**src/rtl/reg_bank_write_arbiter_if.sv**
```systemverilog
// Write-port bundle between the requesting datapath blocks and the arbiter.
// The master side raises requests; the slave side (the arbiter) grants them and drives the bank.
interface reg_bank_write_arbiter_if #(
    parameter int N_REQ  = 4,
    parameter int WIDTH  = 20,
    parameter int ADDR_W = 3
);
    localparam int DEPTH = 1 << ADDR_W;

    logic [N_REQ-1:0]        req;
    logic [N_REQ*ADDR_W-1:0] req_addr;
    logic [N_REQ*WIDTH-1:0]  req_data;
    logic [N_REQ-1:0]        gnt;
    logic [N_REQ-1:0]        ack;
    logic [DEPTH-1:0]        reg_we;
    logic [WIDTH-1:0]        reg_d;
    logic                    busy;

    modport master (
        output req, req_addr, req_data,
        input  gnt, ack, reg_we, reg_d, busy
    );

    modport slave (
        input  req, req_addr, req_data,
        output gnt, ack, reg_we, reg_d, busy
    );
endinterface

```
**src/rtl/reg_bank_write_arbiter.sv**
```systemverilog
// Arbitrates N_REQ writers onto the single register-bank write port: IDLE/GRANT/WRITE/ACK per write.
// Define ARB_ROUND_ROBIN_EN for rotating priority; otherwise the lowest requester index always wins.
module reg_bank_write_arbiter #(
    parameter int N_REQ  = 4,
    parameter int WIDTH  = 20,
    parameter int ADDR_W = 3
) (
    input  logic                          clk,
    input  logic                          rst,
    reg_bank_write_arbiter_if.slave       bus
);
    localparam int DEPTH = 1 << ADDR_W;
    localparam int IDX_W = (N_REQ > 1) ? $clog2(N_REQ) : 1;

    typedef enum logic [1:0] {IDLE, GRANT, WRITE, ACK} state_t;

    state_t             r_state;
    logic [N_REQ-1:0]   r_gnt;
    logic [N_REQ-1:0]   r_ack;
    logic [DEPTH-1:0]   r_reg_we;
    logic [WIDTH-1:0]   r_reg_d;
    logic               r_busy;
    logic [ADDR_W-1:0]  r_addr;

    logic [ADDR_W-1:0]  w_addr [N_REQ];
    logic [WIDTH-1:0]   w_data [N_REQ];
    logic [IDX_W-1:0]   w_win;

    genvar gi;
    generate
        for (gi = 0; gi < N_REQ; gi++) begin : g_slice
            assign w_addr[gi] = bus.req_addr[gi*ADDR_W +: ADDR_W];
            assign w_data[gi] = bus.req_data[gi*WIDTH +: WIDTH];
        end
    endgenerate

`ifdef ARB_ROUND_ROBIN_EN
    logic [IDX_W-1:0]   r_ptr;
    logic [IDX_W-1:0]   r_win;
    logic [2*N_REQ-1:0] w_dbl;
    logic [N_REQ-1:0]   w_rot;
    logic [IDX_W-1:0]   w_off;
    logic [IDX_W:0]     w_sum;

    // Rotate so the pointer position sits at bit 0, find the first set bit, then rotate back.
    assign w_dbl = {bus.req, bus.req} >> r_ptr;
    assign w_rot = w_dbl[N_REQ-1:0];

    always_comb begin
        w_off = '0;
        for (int k = N_REQ - 1; k >= 0; k--) begin
            if (w_rot[k]) w_off = IDX_W'(k);
        end
        w_sum = {1'b0, r_ptr} + {1'b0, w_off};
        if (w_sum >= (IDX_W+1)'(N_REQ)) w_sum = w_sum - (IDX_W+1)'(N_REQ);
        w_win = w_sum[IDX_W-1:0];
    end
`else
    always_comb begin
        w_win = '0;
        for (int k = N_REQ - 1; k >= 0; k--) begin
            if (bus.req[k]) w_win = IDX_W'(k);
        end
    end
`endif

    always_ff @(posedge clk) begin
        if (rst) begin
            r_state  <= IDLE;
            r_gnt    <= '0;
            r_ack    <= '0;
            r_reg_we <= '0;
            r_reg_d  <= '0;
            r_busy   <= 1'b0;
            r_addr   <= '0;
`ifdef ARB_ROUND_ROBIN_EN
            r_ptr    <= '0;
            r_win    <= '0;
`endif
        end else begin
            case (r_state)
                IDLE: begin
                    if (|bus.req) begin
                        r_state <= GRANT;
                        r_gnt   <= N_REQ'(1) << w_win;
                        r_addr  <= w_addr[w_win];
                        r_reg_d <= w_data[w_win];
                        r_busy  <= 1'b1;
`ifdef ARB_ROUND_ROBIN_EN
                        r_win   <= w_win;
`endif
                    end
                end
                GRANT: begin
                    r_state  <= WRITE;
                    r_reg_we <= DEPTH'(1) << r_addr;
                end
                WRITE: begin
                    r_state  <= ACK;
                    r_reg_we <= '0;
                    r_ack    <= r_gnt;
                end
                ACK: begin
                    r_state <= IDLE;
                    r_ack   <= '0;
                    r_gnt   <= '0;
                    r_busy  <= 1'b0;
`ifdef ARB_ROUND_ROBIN_EN
                    r_ptr   <= (r_win == IDX_W'(N_REQ - 1)) ? '0 : r_win + 1'b1;
`endif
                end
                default: r_state <= IDLE;
            endcase
        end
    end

    // Strobe and acknowledge are masked by reset so an aborted write never lands in the bank.
    assign bus.gnt    = r_gnt;
    assign bus.ack    = r_ack & {N_REQ{~rst}};
    assign bus.reg_we = r_reg_we & {DEPTH{~rst}};
    assign bus.reg_d  = r_reg_d;
    assign bus.busy   = r_busy;
endmodule

```
**src/flat_wrapper.sv**
```systemverilog
// flat-port wrapper written by rule: the top's interface ports become plain ports
module reg_bank_write_arbiter_flat 
#(
    parameter int N_REQ  = 4,
    parameter int WIDTH  = 20,
    parameter int ADDR_W = 3
)
  (clk, rst, bus_req, bus_req_addr, bus_req_data, bus_gnt, bus_ack, bus_reg_we, bus_reg_d, bus_busy);
  reg_bank_write_arbiter_if #(.N_REQ(N_REQ), .WIDTH(WIDTH), .ADDR_W(ADDR_W)) bus_i ();
  input  logic clk;
  input  logic rst;
  input wire logic [$bits(bus_i.req)-1:0] bus_req;
  input wire logic [$bits(bus_i.req_addr)-1:0] bus_req_addr;
  input wire logic [$bits(bus_i.req_data)-1:0] bus_req_data;
  output wire logic [$bits(bus_i.gnt)-1:0] bus_gnt;
  output wire logic [$bits(bus_i.ack)-1:0] bus_ack;
  output wire logic [$bits(bus_i.reg_we)-1:0] bus_reg_we;
  output wire logic [$bits(bus_i.reg_d)-1:0] bus_reg_d;
  output wire logic [$bits(bus_i.busy)-1:0] bus_busy;
  assign bus_i.req = bus_req;
  assign bus_i.req_addr = bus_req_addr;
  assign bus_i.req_data = bus_req_data;
  assign bus_gnt = bus_i.gnt;
  assign bus_ack = bus_i.ack;
  assign bus_reg_we = bus_i.reg_we;
  assign bus_reg_d = bus_i.reg_d;
  assign bus_busy = bus_i.busy;
  reg_bank_write_arbiter #(.N_REQ(N_REQ), .WIDTH(WIDTH), .ADDR_W(ADDR_W)) u_core (.clk(clk), .rst(rst), .bus(bus_i));
endmodule
```
**config.mk**
```make
export PLATFORM = sky130hd
export DESIGN_NAME = reg_bank_write_arbiter_flat
export DESIGN_NICKNAME = d
export VERILOG_FILES = /design/src/rtl/reg_bank_write_arbiter_if.sv /design/src/rtl/reg_bank_write_arbiter.sv /design/src/flat_wrapper.sv
export SDC_FILE = /design/constraint.sdc
export NUM_CORES = 1
export LEC_CHECK = 0
export CORE_MARGIN = 2
export CORE_UTILIZATION = 30
export DETAILED_ROUTE_END_ITERATION = 10
export DONT_BUFFER_PORTS = 1
export MAX_ROUTING_LAYER = met4
export SYNTH_ARGS = -nofsm -noshare
export SYNTH_HDL_FRONTEND = slang
export SYNTH_SLANG_ARGS = --single-unit
export TNS_END_PERCENT = 50
```
**constraint.sdc**
```tcl
create_clock -name clk -period 1.6 [get_ports clk]
set_input_delay 0.08 -clock clk [delete_from_list [all_inputs] [get_ports clk]]
set_output_delay 0.08 -clock clk [all_outputs]
set_load 0.02 [all_outputs]
```
# Word-level counts from Yosys, hierarchy flattened
# Index checks and enable logic that the tools add are counted.
# word_totals
register_bits,42
# op_classes
bitwise,4
n_reduce_logical,7
mux,18
shift,2
eq_ne,4
order_cmp,1
# op_table
op,count
$bmux W20 S2,1
$mux W20,2
$pmux W4 S2,2
$pmux W8 S2,1
$mux W2,5
$and A8 B8 Y8,1
$pmux W2 S4,1
$shl A1 B3 Y8 const A,1
$bmux W3 S2,1
$mux W3,2
$reduce_bool A2 Y1,3
$and A4 B4 Y4,1
$eq A2 B2 Y1 const B,2
$mux W4,1
$reduce_and A2 Y1,2
$reduce_or A4 Y1,1
$shl A1 B2 Y4 const A,1
$ge A3 B3 Y1 const B,1
$not A2 Y3,1
$eq A2 B1 Y1 const B,1
$logic_not A2 Y1,1
$ne A2 B1 Y1 const B,1
$pmux W1 S2,1
$mux W1,1
$not A1 Y1,1

# Logic depth before layout (Yosys ltp)
# Gate-level depths: netlist of run 1.
# depth
word_depth,8
ltp_mapped,7
ltp_nobuf,6

# Worst setup path after synthesis of run 1
# No wires, ideal clock.
# synth_timing
path_type,reg-to-reg
start,register u_core.r_state[1]
end,register u_core.r_reg_we[7]
synth_period_minus_slack_ns,1.535
t_required_ns,1.535
path_stages_with_launch,7
path_buffers,0
slack_ns,0.065
t_arrival_ns,1.470
setup_time_ns,0.065
path_cell_list,dfxtp_1 > inv_1 > ha_1 > clkinv_1 > nor3b_1 > a32oi_1 > nor2_1
# synth_between
elab_chain_cells,2
# synth_rtl
element,line_no,text
from (decl),reg_bank_write_arbiter.sv:17,state_t r_state;
from (signal assigned),reg_bank_write_arbiter.sv:69,r_state <= IDLE;
from (signal assigned),reg_bank_write_arbiter.sv:84,r_state <= GRANT;
from (signal assigned),reg_bank_write_arbiter.sv:95,r_state <= WRITE;
$eq A2 B2 Y1 or $eq A2 B1 Y1 (tied branches),reg_bank_write_arbiter.sv:81,case (r_state)
$pmux W8 S2 or $reduce_bool A2 Y1 (tied branches),--,
to (signal assigned),reg_bank_write_arbiter.sv:96,r_reg_we <= DEPTH'(1) << r_addr;
to (decl),reg_bank_write_arbiter.sv:20,logic [DEPTH-1:0] r_reg_we;
# Parallel ways exist; a longest one is shown, timed or not.
# A chain may end at the register's enable or synchronous reset.

# Worst setup path in the final report of run 1
# layout_timing
start,register u_core.r_state[0]
end,"register u_core.r_reg_d[7], in the netlist u_core.bus.reg_d[7]"
# layout_between
elab_chain_cells,2
# layout_rtl
element,line_no,text
$logic_not A2 Y1,reg_bank_write_arbiter.sv:81,
$reduce_and A2 Y1 (no source line),--,
to (signal assigned),reg_bank_write_arbiter.sv:87,r_reg_d <= w_data[w_win];
to (decl),reg_bank_write_arbiter.sv:21,logic [WIDTH-1:0] r_reg_d;
# No other way between the ends.

==> flow_summary.ini, run 1 <==
[placement]
hpwlAfterDp_um = 5310
dpl_cell_area_um2 = 2790
gp_congestion = 0.780
io_buffers = 0
place_ws_ps = -82.3

[clock_network]
cts_tree = built
htree_levels = 2
cts_buffers = 5
cts_max_path_buffers = 2
path_clk_slew_ps = 90
clk_latency_ps = 290
clock-sinks = 42
cts-root-buf = clkbuf_8

[yosys]
ys_seq_area_frac = 0.303
syn_area_per_cell_um2 = 7.64
synth-seq-cells = 42
syn_area_um2 = 2770
synth_top_cell_by_area = dfxtp_1
yosys.area.top_type_share = 0.303
synth_nets = 465
synth_edf_count = 0
synthArstFlopShare = 0
synthTopCellsByArea = dfxtp_1, nand3b_1, a21oi_1
yosysWarnings = 0
ys.flop_type = dfxtp_1
ys_types = 30
synthCells = 363

[floorplanning]
dieArea_um2 = 10000
start_util = 0.304
die_width_um = 100
fp-row-count = 35
core-area_um2 = 9110
ios = 135
die_h_um = 100

[critical_path]
arrival_ps = 1740
worstPathRequired_ps = 1760
path_class = register to register
critPathMaxFanout = 9
startpoint_type = register
end_kind = register

[routing]
post_drt_wl_per_cell_um = 17.6
vias = 2544
routed_wl_um = 8090
dr.pass1.iters = 4
drc = 0
drt.antenna.violating_nets = 0
vias_per_cell = 5.53
drtIter0Drc = 104

[final_layout]
drive_gt1_frac = 0.175
diodes = 0
design_area_um2 = 3080
num-fill-cells = 969
regArea_um2 = 843
multi_input_area_um2 = 1850
nets = 450
area_growth_pct = 10.9

[sta]
setup_viol = 0
setup_slack_ps = 28.4
slew_violations = 0
maxSlewHeadroom = 0.704
hold_violations = 0
finalCritPeriodShare = 0.982
rsz0062_at_grt = yes
clock_skew_ps = 7.84
tightest_slew_ps = 444
fmax_mhz = 636
whs_ps = 18.4
fin_crit_ps = 1570

[grt]
groute.usage.overall = 0.154
grt-ovfl-total = 0
grt_pass1_vias = 2302
grt_pass1_wl_um = 11900
antenna_found_initial = 0
grt_max_degree = 75

[worst_hold_path]
hp-class = input port to register

[power]
irDropWorstVdd_v = 0.000542
pwr_density_cell_nw_per_um2 = 1370
p_leak_nw = 1.02

[job]
max-cap-violations = 0

[status]
status = complete, no violations
-- cells in the mapped netlist, types with 5 or more instances --
cell type  number
nand3b_1       45
nand2_1        26
buf_2           5
nor2_2         20
a2111oi_0      22
clkbuf_1       25
mux2i_1         6
nor2b_1        16
a22oi_1         8
nor2_1         22
dfxtp_1        42
a21oi_1        46
nor3_1         28
nand2b_1       23
-- where the power goes --
part	switching [W]	internal, W	total, W
logic	0.000874	0.000729	0.00160
registers	0.000486	0.00132	0.00180
clock network	0.000370	0.000436	0.000807
-- layout by cell type (no fill, tap or decap), drive strengths merged --
cell type and count:
a21bo 1, mux2i 6, buf 9, nor3b 1
o21ai 1, a21oi 46, dfxtp 42, nor2 42
and2 2, or2 1, o211ai 1, nor2b 16
inv 4, a32oi 4, nand3b 45, nor3 28
clkbuf 8, dlygate4sd3 4, a22oi 8, nand2b 23
or4 1, a211oi 2, nand3 1, a2111oi 22
nand2 27, ha 4
-- final timing paths --
check	start	endpoint	slack [ps]	depth (start not counted)
worst min-delay path	bus_req_data[13]	u_core.bus.reg_d[13]$_SDFFE_PP0P_	20	2
worst min register to register	u_core.r_reg_we[3]$_SDFFE_PP0P_	u_core.r_reg_we[3]$_SDFFE_PP0P_	500	2
worst max register to register	u_core.r_state[0]$_SDFFE_PP0P_	u_core.bus.reg_d[7]$_SDFFE_PP0P_	30	6
worst max-delay path	u_core.r_state[0]$_SDFFE_PP0P_	u_core.bus.reg_d[7]$_SDFFE_PP0P_	30	6
-- layer usage --
metal,up-vias,share of wire,track usage
li1,1261,-,-
met1,1199,0.44,0.191
met2,75,0.49,0.250
met3,9,0.060,0.0397
met4,0,0.011,0.0379
met5,-,0,-
-- worst max-delay path: stages (launching register included) --
cell and delay [ps]:
dfxtp_2 340, inv_1 100, ha_2 220, nand2_4 90, buf_4 200, a2111oi_0 410
nor3_1 90
-- state kept, by name, indices dropped and copies added (netlist names) --
| register | cells |
|---|---|
| u_core.bus.busy | 1 |
| u_core.bus.gnt | 4 |
| u_core.bus.reg_d | 20 |
| u_core.r_ack | 4 |
| u_core.r_addr | 3 |
| u_core.r_reg_we | 8 |
| u_core.r_state | 2 |
-- through the flow --
stage	total power, W	std cells	setup TNS (ps)	utilization
detailed placement	0.00320	446	-161	0.307
global route	0.00449	460	-68.0	0.338
floorplan	0.00295	363	0	-
CTS	0.00408	459	-69.3	0.328
finish	0.00421	460	0	0.338
global placement	0.00317	446	0	0.307
-- cell type report --
type,count,area share
Timing Repair Buffer,13,0.0391
Inverter,4,0.00488
Multi-Input combinational cell,282,0.601
Tap cell,111,0.0452
Clock buffer,8,0.0358
Sequential cell,42,0.274
-- cells by family after synthesis --
group / count (synthesis) / synth area share
DFF: 42 / 0.303
adders and majority gates: 4 / 0.0181
and+or+nand+nor: 186 / 0.387
AOI/OAI and AO/OA: 85 / 0.200
buffers and inverters: 40 / 0.0699
muxes: 6 / 0.0217
-- repair_timing --
action | 4_1_cts | 5_1_grt
cloned | 0 | 1
resized for setup | 8 | 26
endpoints found under the hold margin | 42 | 0
pin swaps | 0 | 1
setup buffers | 0 | 0
hold buffers | 5 | 0
setup endpoints to repair | 7 | 26
Power figures use the tool's default switching activity.
==> inputs of run 2 (changes only) <==
--- a/config.mk
+++ b/config.mk
@@ -10,6 +10,7 @@
 export DETAILED_ROUTE_END_ITERATION = 10
 export DONT_BUFFER_PORTS = 1
 export MAX_ROUTING_LAYER = met4
+export REMOVE_ABC_BUFFERS = 1
 export SYNTH_ARGS = -nofsm -noshare
 export SYNTH_HDL_FRONTEND = slang
 export SYNTH_SLANG_ARGS = --single-unit
==> run 2 against run 1 <==
Effect of this change: clock power up 4.7%; design area is 1.7% lower; die area unchanged; core utilization decreased by 0.56 points; sequential power is essentially flat.
==> flow_summary.ini, run 2 (synthesized netlist as in run 1, its figures left out) <==
[routing]
dr.pass1.iters = 4
vias = 2561
vias_per_cell = 5.60
drt.antenna.violating_nets = 0
drtIter0Drc = 68
drc = 0
post_drt_wl_per_cell_um = 18.0
routed_wl_um = 8240

[floorplanning]
die_width_um = 100
die_h_um = 100
start_util = 0.304
ios = 135
fp-row-count = 35
dieArea_um2 = 10000
core-area_um2 = 9110

[clock_network]
clk_latency_ps = 290
cts_buffers = 5
cts_max_path_buffers = 2
cts_tree = built
path_clk_slew_ps = 80
clock-sinks = 42
cts_setup_buffers = 0
cts-root-buf = clkbuf_8
htree_levels = 2

[final_layout]
area_growth_pct = 9.07
nets = 447
largest_register_ff_count = 20
final_cell_mix = a21oi_1, nand3b_1, dfxtp_1
drive_gt1_frac = 0.142
layout_commonest_cell = a21oi_1
diodes = 0

[critical_path]
startpoint_type = register
startpoint = u_core.r_state[1]$_SDFFE_PP0P_
endpoint = u_core.bus.gnt[2]$_SDFFE_PP0P_
cp_num_cells = 7
r2r-end = u_core.bus.gnt[2]$_SDFFE_PP0P_
path_class = register to register
worstPathCellList = inv_1 -> ha_4 -> buf_4 -> nor2b_2 -> nor2b_2 -> a32oi_1 -> nor2_1
critPathMaxFanout = 6
worstPathRequired_ps = 1790
path_buf_inv = 2
end_kind = register
regToRegStartpoint = u_core.r_state[1]$_SDFFE_PP0P_
arrival_ps = 1720
cp_top_family = simple AND/OR/NAND/NOR gates
cpMaxStageDelayCell = dfxtp_1
cpMostUsedCell = nor2b_2
worstRegToRegCells = 7
r2r_slack_ps = 70
slowest_delay_ps = 380

[grt]
antenna_found_initial = 0
groute.usage.overall = 0.162
grt_pass1_vias = 2439
grt_max_degree = 75
grt-ovfl-total = 0
grt_pass1_wl_um = 12600

[power]
power_w = 0.00419
pwr_density_cell_nw_per_um2 = 1390
p_leak_nw = 0.995
irDropWorstVdd_v = 0.000463

[sta]
rsz0062_at_grt = no
hold_violations = 0
clock_skew_ps = 5.80
fin_crit_ps = 1530
tightest_slew_ps = 521
maxSlewHeadroom = 0.652
slew_violations = 0
setup_viol = 0
fmax_mhz = 653
setup_slack_ps = 68.4
finalCritPeriodShare = 0.957

[worst_hold_path]
hp-class = input port to register
holdPathStages = 2

[placement]
hpwlAfterDp_um = 5010
gp_congestion = 0.800
io_buffers = 0
place_ws_ps = -50.0

[job]
max-cap-violations = 0

[status]
status = complete, no violations
[run 2: changes by cell type in the layout (fill, tap and decap cells not counted), sizes merged]
cell      change
bufinv        +1
clkinv        +1
clkinvlp      +1
clkbuf        -2
buf           -3
inv           -1
[run 2: through the flow]
stage / hold WS [ps] / TNS, ps / util / instance area, um2 / std cells
after CTS: 22.8 / 0 / 0.324 / 2950 / 456
after floorplan: 149 / 0 / - / 2590 / 327
after global placement: 157 / 0 / 0.304 / 2770 / 443
final: 21.8 / 0 / 0.332 / 3020 / 457
after global routing: 48.7 / 0 / 0.332 / 3020 / 457
after detailed placement: 157 / -212 / 0.304 / 2770 / 443
[run 2: report_power, final]
group	internal (W)	switching (W)
registers	0.00132	0.000468
clock network	0.000466	0.000379
logic	0.000695	0.000869
[run 2: routing by layer]
metal / track usage / share of wire / vias up
met5: - / 0 / -
met4: 0.0411 / 0.0092 / 0
met3: 0.0334 / 0.060 / 9
met2: 0.260 / 0.47 / 88
met1: 0.209 / 0.46 / 1209
li1: - / - / 1255
[run 2: area by class of cell]
cell class / instances / area, um2
fill: 984 / 6080
clock inverter: 2 / 37.5
multi-input combinational: 282 / 1820
inverter: 4 / 15.0
tap: 111 / 139
clock buffer: 6 / 72.6
sequential: 42 / 842
timing repair buffer: 10 / 97.6
[run 2: worst reg2reg max path, stage by stage (launching register included)]
cell and delay [ps]:
dfxtp_1 380, inv_1 100, ha_4 190, buf_4 160, nor2b_2 170, nor2b_2 180
a32oi_1 200, nor2_1 50
[run 2: repair_timing]
action                                  CTS  global route
gates resized for setup                   5            19
hold buffers                              5             0
endpoints found under the setup margin   22            30
gates cloned                              0             1
pin swaps                                 0             0
endpoints found under the hold margin    42             0
[run 2: worst min-delay path by stage]
stage	start	to	slack, ps
floorplan	rst	u_core.bus.busy$_SDFFE_PP0P_	150
finish	bus_req_data[1]	u_core.bus.reg_d[1]$_SDFFE_PP0P_	20
detailed placement	rst	u_core.bus.busy$_SDFFE_PP0P_	160
global placement	rst	u_core.bus.busy$_SDFFE_PP0P_	160
CTS	bus_req[1]	u_core.bus.gnt[2]$_SDFFE_PP0P_	20
global route	bus_req_data[2]	u_core.bus.reg_d[2]$_SDFFE_PP0P_	50
==> inputs of run 3 (changes only) <==
--- a/config.mk
+++ b/config.mk
@@ -10,6 +10,7 @@
 export DETAILED_ROUTE_END_ITERATION = 10
 export DONT_BUFFER_PORTS = 1
 export MAX_ROUTING_LAYER = met4
+export PLACE_DENSITY = 0.55
 export REMOVE_ABC_BUFFERS = 1
 export SYNTH_ARGS = -nofsm -noshare
 export SYNTH_HDL_FRONTEND = slang
==> run 3 against run 2 <==
Effect of this change: non-clock buffer count is 1 higher; core utilization hardly changed; power hardly changed; sequential power hardly changed; clock power hardly changed; clock skew is 1.5 ps higher; critical path depth stayed put; critical endpoint unchanged; largest power group unchanged.
==> flow_summary.ini, run 3 (synthesized netlist as in run 1, its figures left out) <==
[critical_path]
startpoint = u_core.r_state[0]$_SDFFE_PP0P_
startpoint_type = register
regToRegStartpoint = u_core.r_state[0]$_SDFFE_PP0P_
path_buf_inv = 2
end_kind = register
cpMaxStageDelayCell = dfxtp_1
critPathMaxFanout = 6
path_class = register to register
slowest_delay_ps = 360
cpMostUsedCell = nor2b_2
cp_top_family = simple AND/OR/NAND/NOR gates
worstPathCellList = inv_1 -> ha_4 -> buf_4 -> nor2b_2 -> nor2b_2 -> a32oi_1 -> nor2_1
arrival_ps = 1700
worstPathRequired_ps = 1780

[floorplanning]
fp-row-count = 35
dieArea_um2 = 10000
ios = 135
die_h_um = 100
die_width_um = 100
core-area_um2 = 9110
start_util = 0.304

[sta]
slew_violations = 0
finalCritPeriodShare = 0.945
clock_skew_ps = 7.34
maxSlewHeadroom = 0.641
setup_viol = 0
tightest_slew_ps = 538
fin_crit_ps = 1510
fmax_mhz = 661
setup_slack_ps = 88.0
hold_violations = 0

[grt]
antenna_found_initial = 0
groute.usage.overall = 0.162
grt_pass1_wl_um = 12600
grt_pass1_vias = 2477
grt-ovfl-total = 0
grt_max_degree = 75

[power]
irDropWorstVdd_v = 0.000550
p_leak_nw = 0.997
pwr_density_cell_nw_per_um2 = 1390

[routing]
drtIter0Drc = 119
drt.antenna.violating_nets = 0
drc = 0
post_drt_wl_per_cell_um = 18.1
dr.pass1.iters = 4
routed_wl_um = 8300
vias = 2575
vias_per_cell = 5.62

[final_layout]
layout_commonest_cell = a21oi_1
final_cell_mix = a21oi_1, nand3b_1, dfxtp_1
nets = 448
postLayoutCoreUtil = 0.332
drive_gt1_frac = 0.138
diodes = 0
area_growth_pct = 9.03
largest_register_ff_count = 20
num-fill-cells = 975

[clock_network]
cts-root-buf = clkbuf_8
cts_tree = built
path_clk_slew_ps = 90
clk_latency_ps = 290
cts_max_path_buffers = 2
htree_levels = 2
clock-sinks = 42
cts_buffers = 5

[job]
max-cap-violations = 0

[placement]
gp_congestion = 0.761
place_ws_ps = -99.8
io_buffers = 0
hpwlAfterDp_um = 4980

[worst_hold_path]
min_from = bus_req_addr[0]
hp-class = input port to register

[status]
status = complete, no violations
-- run 3: cell count changes in the layout (fill, tap and decap cells not counted), sizes merged --
cell  change
buf       +1
-- run 3: repair_timing --
action,4_1_cts,5_1_grt
endpoints found under the setup margin,22,27
pin swaps,0,0
buffers inserted,0,0
gates resized for setup,4,19
hold endpoints to repair,42,0
cloned,0,1
hold buffers,5,0
-- run 3: metrics by stage --
step / hold WS, ps / cells / total power (W) / setup TNS [ps] / cell area, um2
after CTS: 21.2 / 457 / 0.00411 / 0 / 2960
after floorplan: 149 / 327 / 0.00275 / 0 / 2590
after global routing: 32.1 / 458 / 0.00448 / -0.0460 / 3020
after global placement: 157 / 444 / 0.00315 / -91.0 / 2780
final: 19.8 / 458 / 0.00419 / 0 / 3020
after detailed placement: 159 / 444 / 0.00318 / -519 / 2780
-- run 3: final timing paths --
path	end	slack, ps	cells past startpoint
hold / removal	u_core.r_addr[0]$_SDFFE_PP0P_	20	2
hold reg to reg	u_core.r_reg_we[3]$_SDFFE_PP0P_	490	2
setup reg to reg	u_core.bus.gnt[2]$_SDFFE_PP0P_	90	7
setup / recovery	u_core.bus.gnt[2]$_SDFFE_PP0P_	90	7
-- run 3: final cells by class --
type / count / area (um2) / share of cell area
Multi-Input combinational cell: 282 / 1810 / 0.599
Sequential cell: 42 / 842 / 0.279
Tap cell: 111 / 139 / 0.0459
Timing Repair Buffer: 11 / 105 / 0.0348
Clock inverter: 2 / 37.5 / 0.0124
Inverter: 4 / 15.0 / 0.00497
Clock buffer: 6 / 72.6 / 0.0240
-- run 3: layer usage --
metal  vias up  global-route usage  share of wire
met5         -                   -              0
met4         0              0.0337         0.0060
met3         5              0.0383          0.072
met2       101               0.251           0.46
met1      1211               0.215           0.46
li1       1258                   -              -
-- run 3: report_power, final --
part           switching [W]  internal, W  leakage, nW
sequential          0.000467      0.00132        0.346
clock               0.000379     0.000466       0.0514
combinational       0.000875     0.000690        0.599
